**src/rtl/pipeline_ctrl_pkg.sv**
```systemverilog
// Shared state encodings and debug command codes for the pipeline run controller.
package pipeline_ctrl_pkg;

    typedef enum logic [2:0] {
        StIdle   = 3'd0,
        StRun    = 3'd1,
        StStep   = 3'd2,
        StPause  = 3'd3,
        StHalted = 3'd4
    } state_e;

    localparam logic [1:0] CMD_NOP  = 2'b00;
    localparam logic [1:0] CMD_RUN  = 2'b01;
    localparam logic [1:0] CMD_STEP = 2'b10;
    localparam logic [1:0] CMD_STOP = 2'b11;

endpackage

```
**src/rtl/sat_counter.sv**
```systemverilog
// Up-counter with synchronous active-high reset that saturates at all-ones.
module sat_counter #(
    parameter int unsigned WIDTH = 32
) (
    input  logic             i_clock,
    input  logic             i_reset,
    input  logic             i_enable,
    output logic [WIDTH-1:0] o_count
);

    logic [WIDTH-1:0] count_q;
    logic [WIDTH-1:0] count_d;

    always_comb begin
        count_d = count_q;
        if (i_enable && (count_q != {WIDTH{1'b1}})) begin
            count_d = count_q + {{(WIDTH-1){1'b0}}, 1'b1};
        end
    end

    always_ff @(posedge i_clock) begin
        if (i_reset) begin
            count_q <= '0;
        end else begin
            count_q <= count_d;
        end
    end

    assign o_count = count_q;

endmodule

```
**src/rtl/pipeline_run_ctrl.sv**
```systemverilog
// Debug run/step/stop controller broadcasting start and advance enables to the pipeline.
module pipeline_run_ctrl
    import pipeline_ctrl_pkg::*;
#(
    parameter int unsigned CNT_WIDTH = 32
) (
    input  logic                 i_clock,
    input  logic                 i_reset,
    input  logic                 i_cmd_valid,
    input  logic [1:0]           i_cmd,
    output logic                 o_cmd_ready,
    input  logic                 i_halt,
    output logic                 o_start,
    output logic                 o_step,
    output logic [2:0]           o_state,
    output logic                 o_halted,
    output logic [CNT_WIDTH-1:0] o_step_count
);

    state_e state_q;
    state_e state_d;
    logic   cmd_ready;
    logic   step_en;
    logic   cmd_accept;

    always_comb begin
        cmd_ready  = !i_halt && ((state_q == StIdle) || (state_q == StPause) ||
                                 (state_q == StRun));
        step_en    = !i_halt && ((state_q == StRun) || (state_q == StStep));
        cmd_accept = i_cmd_valid && cmd_ready;
    end

    always_comb begin
        state_d = state_q;
        unique case (state_q)
            StIdle, StPause: begin
                // Halt is only honoured once the pipeline has been started.
                if ((state_q == StPause) && i_halt) begin
                    state_d = StHalted;
                end else if (cmd_accept && (i_cmd == CMD_RUN)) begin
                    state_d = StRun;
                end else if (cmd_accept && (i_cmd == CMD_STEP)) begin
                    state_d = StStep;
                end
            end
            StRun: begin
                if (i_halt) begin
                    state_d = StHalted;
                end else if (cmd_accept && (i_cmd == CMD_STOP)) begin
                    state_d = StPause;
                end
            end
            StStep: begin
                state_d = i_halt ? StHalted : StPause;
            end
            StHalted: begin
                state_d = StHalted;
            end
            default: begin
                state_d = StIdle;
            end
        endcase
    end

    always_ff @(posedge i_clock) begin
        if (i_reset) begin
            state_q <= StIdle;
        end else begin
            state_q <= state_d;
        end
    end

    sat_counter #(
        .WIDTH(CNT_WIDTH)
    ) u_step_counter (
        .i_clock (i_clock),
        .i_reset (i_reset),
        .i_enable(step_en),
        .o_count (o_step_count)
    );

    assign o_cmd_ready = cmd_ready;
    assign o_step      = step_en;
    assign o_start     = (state_q != StIdle);
    assign o_halted    = (state_q == StHalted);
    assign o_state     = state_q;

endmodule

```
**config.mk**
```make
export PLATFORM = sky130hd
export DESIGN_NAME = pipeline_run_ctrl
export DESIGN_NICKNAME = d
export VERILOG_FILES = /design/src/rtl/pipeline_ctrl_pkg.sv /design/src/rtl/sat_counter.sv /design/src/rtl/pipeline_run_ctrl.sv
export SDC_FILE = /design/constraint.sdc
export NUM_CORES = 1
export LEC_CHECK = 0
export ABC_AREA = 1
export BUFFER_PORTS_ARGS = -buffer_cell sky130_fd_sc_hd__buf_2
export CELL_PAD_IN_SITES_DETAIL_PLACEMENT = 1
export CELL_PAD_IN_SITES_GLOBAL_PLACEMENT = 2
export CORE_UTILIZATION = 32
export CTS_BUF_LIST = sky130_fd_sc_hd__clkbuf_4
export CTS_CLUSTER_DIAMETER = 150
export CTS_CLUSTER_SIZE = 12
export DETAILED_ROUTE_END_ITERATION = 10
export GPL_ROUTABILITY_DRIVEN = 0
export GPL_TIMING_DRIVEN = 0
export PLACE_DENSITY = 0.9
export SETUP_SLACK_MARGIN = 0.15
export SYNTH_ARGS = -nofsm -noshare
export SYNTH_HDL_FRONTEND = slang
export SYNTH_SLANG_ARGS = --single-unit
```
**constraint.sdc**
```tcl
create_clock -name i_clock -period 4.1 [get_ports i_clock]
set_clock_uncertainty 0.05 [all_clocks]
set_input_delay 0.205 -clock i_clock [delete_from_list [all_inputs] [get_ports i_clock]]
set_output_delay 0.205 -clock i_clock [all_outputs]
set_load 0.03 [all_outputs]
```
==> results.txt <==
Mean cell area of the mapped netlist: 6.14 sq um. The tools report the synthesized netlist cell count as 390. At the worst endpoint, the required time is 4.26 ns. Startpoint kind of the worst setup timing path: a flip-flop. The tools report the endpoint class of the critical path as a flip-flop.

Synthesis inferred 35 register bits. The top cell types in the final layout, fill and taps aside, are 151 x nand2_1, 66 x nor2_1, 43 x buf_2. After routing the design area is 0.00281 sq mm. The worst register-to-register path has a setup slack of 1.96 ns. IR analysis of the VDD net gives a maximum drop of 254 uV.

For this design the static power due to leakage is 1.10 nW. The floorplan step defined a die boundary enclosing 0.00783 sq mm. The destination of the worst register-to-register timing path was u_step_counter.o_count[4].

The clock reaches the later pin of the worst-skew pair after 0.35 ns. For the number of antenna violations at the first check in global routing, the log shows 0. The run gives 4 as the number of iterations in the first detailed-routing pass.

The sink of the worst hold path is o_state[1]. After clock tree synthesis, the clock-pin slew on the worst setup and hold paths is 0.12 ns. The tools report the initial cell density of the core as 0.330.

The number of port buffers is 43, and the number of vias per cell is 4.79. The die is 88.5 microns wide. TritonCTS built the clock tree. Counting the buffers created by CTS gives 5.

The logs give 0.506 for the worst slew margin relative to its limit and 0.00725 sq mm for the area of the core. The post-CTS setup-driven buffer insertion count was 0; the final wirelength was 7320 microns. For the finished layout, the period the worst path requires is 2.14 ns.

The worst hold path passes through 5 cells. The flow ran to the end, and the final reports show no timing, DRC or antenna violations. Once the clock tree was built, the resizer swapped 0 gates to a different size. The area taken by flip-flops and latches came out at 701 sq um. At the pin with the least slew margin, the transition time is 0.741 ns. Setup violations remaining at the end of the flow were counted as 0. The synthesized netlist occupies a cell area of 0.00239 sq mm. 0 antenna diodes ended up in the layout. The DRC violation count after routing is 0, and the biggest fanout along the worst timing path is 10. Vias after detailed routing: 2588. The logs give 0 for the total congestion overflow after global routing and 12 for the largest net degree at the start of global routing. Measured in cells, the most critical reg-to-reg path has a length of 11.

For this run, the post-layout net count is 447. The timing-limited maximum frequency came out at 468 MHz. For the share of synthesized area occupied by flip-flops and latches, the log shows 0.293.

The H-tree generated during clock tree synthesis spans 2 levels. The library cell used most frequently in the layout, excluding fill and tap cells, is nand2_1. The power per standard cell area came out at 360 mW/mm^2.

The total routing resource utilization after global routing was 0.202; the final sum of negative setup slack was 0 ns. The fraction of layout cells with a size suffix above 1 was 0.213; the final number of hold-violating endpoints was 0. For this design, the CTS-stage hold fixing added 0 buffers. Compared with the post-synthesis result, the final layout area differs by 17.3%. For this block, the initial DRC count from the detailed router was 67. The first global-routing pass estimated 12000 microns of wire. The filler cells instantiated in the layout total 1019. For the via count of the first global-routing pass, the log shows 2513.

The count of nets left with antenna violations once routing finished came out at 0. For the total of warnings raised by yosys, the log shows 0. The mean routed wirelength per cell was 13.6 microns.

By startpoint and endpoint, the worst setup path is classified as reg2reg. The logs give 27 for the number of distinct library cells after synthesis and 0.00273 sq mm for the placed cell area. The number of nets handed over by synthesis was 397. The min-delay analysis places its worst path in the category in2reg. Clock tree synthesis found a total of 35 sinks.

The final period utilization was 0.521; the detailed-placement wirelength estimate was 5860 microns. At the worst endpoint, the arrival time is 2.29 ns. The tools report the final-report max-slew violation count as 0. The floorplan die height is 88.5 microns, and the site row count is 31. The startpoint of the lowest-slack hold path was i_cmd[0]. Clock tree root driver cell: clkbuf_4.

Setup repair after global routing left no endpoint under its margin. The longest clock path from root to sink contains 2 buffers. Pin placement for this block handled 45 I/O pins.

Startpoint of the most critical register-to-register path: u_step_counter.o_count[0]. The logs give 0 for the count of max-cap constraint violations and 0.00149 sq mm for the total area of multi-input combinational cells.
## stage by stage
stage	power, mW	worst slack (ns)	utilization	hold WS [ns]	cells
floorplan	0.664	2.10	-	0.424	390
global route	1.09	1.79	0.387	0.248	540
CTS	1.04	1.92	0.387	0.189	540
detailed placement	0.769	1.94	0.377	0.439	532
finish	1.01	1.96	0.387	0.204	540
global placement	0.761	1.96	0.377	0.430	532
## cell families after synthesis
kind of cell | after synthesis | share of synthesized area
compound gates | 38 | 0.114
simple gates | 260 | 0.454
fa+ha+maj | 1 | 0.00522
xor+xnor | 13 | 0.0475
flops | 35 | 0.293
buf+inv | 43 | 0.0867
## area by class of cell
cell class	count	area share
well taps	99	0.0441
repair buffers	43	0.0766
clock inverters	3	0.0138
multi-input cells	312	0.529
inverters	35	0.0467
clock buffers	5	0.0134
flip-flops and latches	35	0.249
plain buffers	8	0.0272
## critical path, stage by stage (launching register included)
cell and delay [ns]:
dfxtp_1 0.46, ha_1 0.34, inv_2 0.09, nor2_4 0.19
nand2_4 0.09, nor2_4 0.18, nand2_4 0.10, nand2_4 0.08
inv_2 0.09, buf_4 0.20, nand2_1 0.09, a21oi_2 0.05
## how the worst max path moves through the flow
stage	from	to	slack (ns)	cells after the start
after floorplan	u_step_counter.o_count[0]	u_step_counter.o_count[22]	2.10	11
after global placement	u_step_counter.o_count[0]	u_step_counter.o_count[18]	1.96	11
after detailed placement	u_step_counter.o_count[0]	u_step_counter.o_count[15]	1.94	11
after CTS	u_step_counter.o_count[0]	u_step_counter.o_count[4]	1.92	11
after global routing	u_step_counter.o_count[0]	u_step_counter.o_count[1]	1.79	11
final	u_step_counter.o_count[0]	u_step_counter.o_count[4]	1.96	11
## cell usage after synthesis (all sizes together)
master / number / area [sq um]
nand2: 162 / 651
nor2: 72 / 300
dfxtp: 35 / 701
inv: 35 / 131
a21oi: 27 / 210
nand3: 19 / 95.1
xor2: 9 / 78.8
o21ai: 8 / 40.0
buf: 6 / 68.8
nand4: 4 / 25.0
xnor2: 4 / 35.0
clkbuf: 2 / 7.51
nor3: 2 / 10.0
a211oi: 1 / 7.51
a21boi: 1 / 7.51
and3: 1 / 6.26
ha: 1 / 12.5
o21bai: 1 / 7.51
## where the power goes
| part | internal, mW | switching (mW) | total, mW |
|---|---|---|---|
| clock network | 0.125 | 0.131 | 0.256 |
| logic | 0.116 | 0.259 | 0.376 |
| registers | 0.357 | 0.0221 | 0.379 |
## state kept, by name, summed over array words and instances, names as in the netlist
name,cells
u_step_counter.o_count,32
o_state,3
## per-layer routing
layer | GRT usage | part of all wire | routed length, microns
met5 | 0 | 0 | 0
met4 | 0.0455 | 0.0067 | 49
met3 | 0.0345 | 0.026 | 187
met1 | 0.256 | 0.48 | 3490
met2 | 0.356 | 0.49 | 3600
Power figures use the tool's default switching activity.
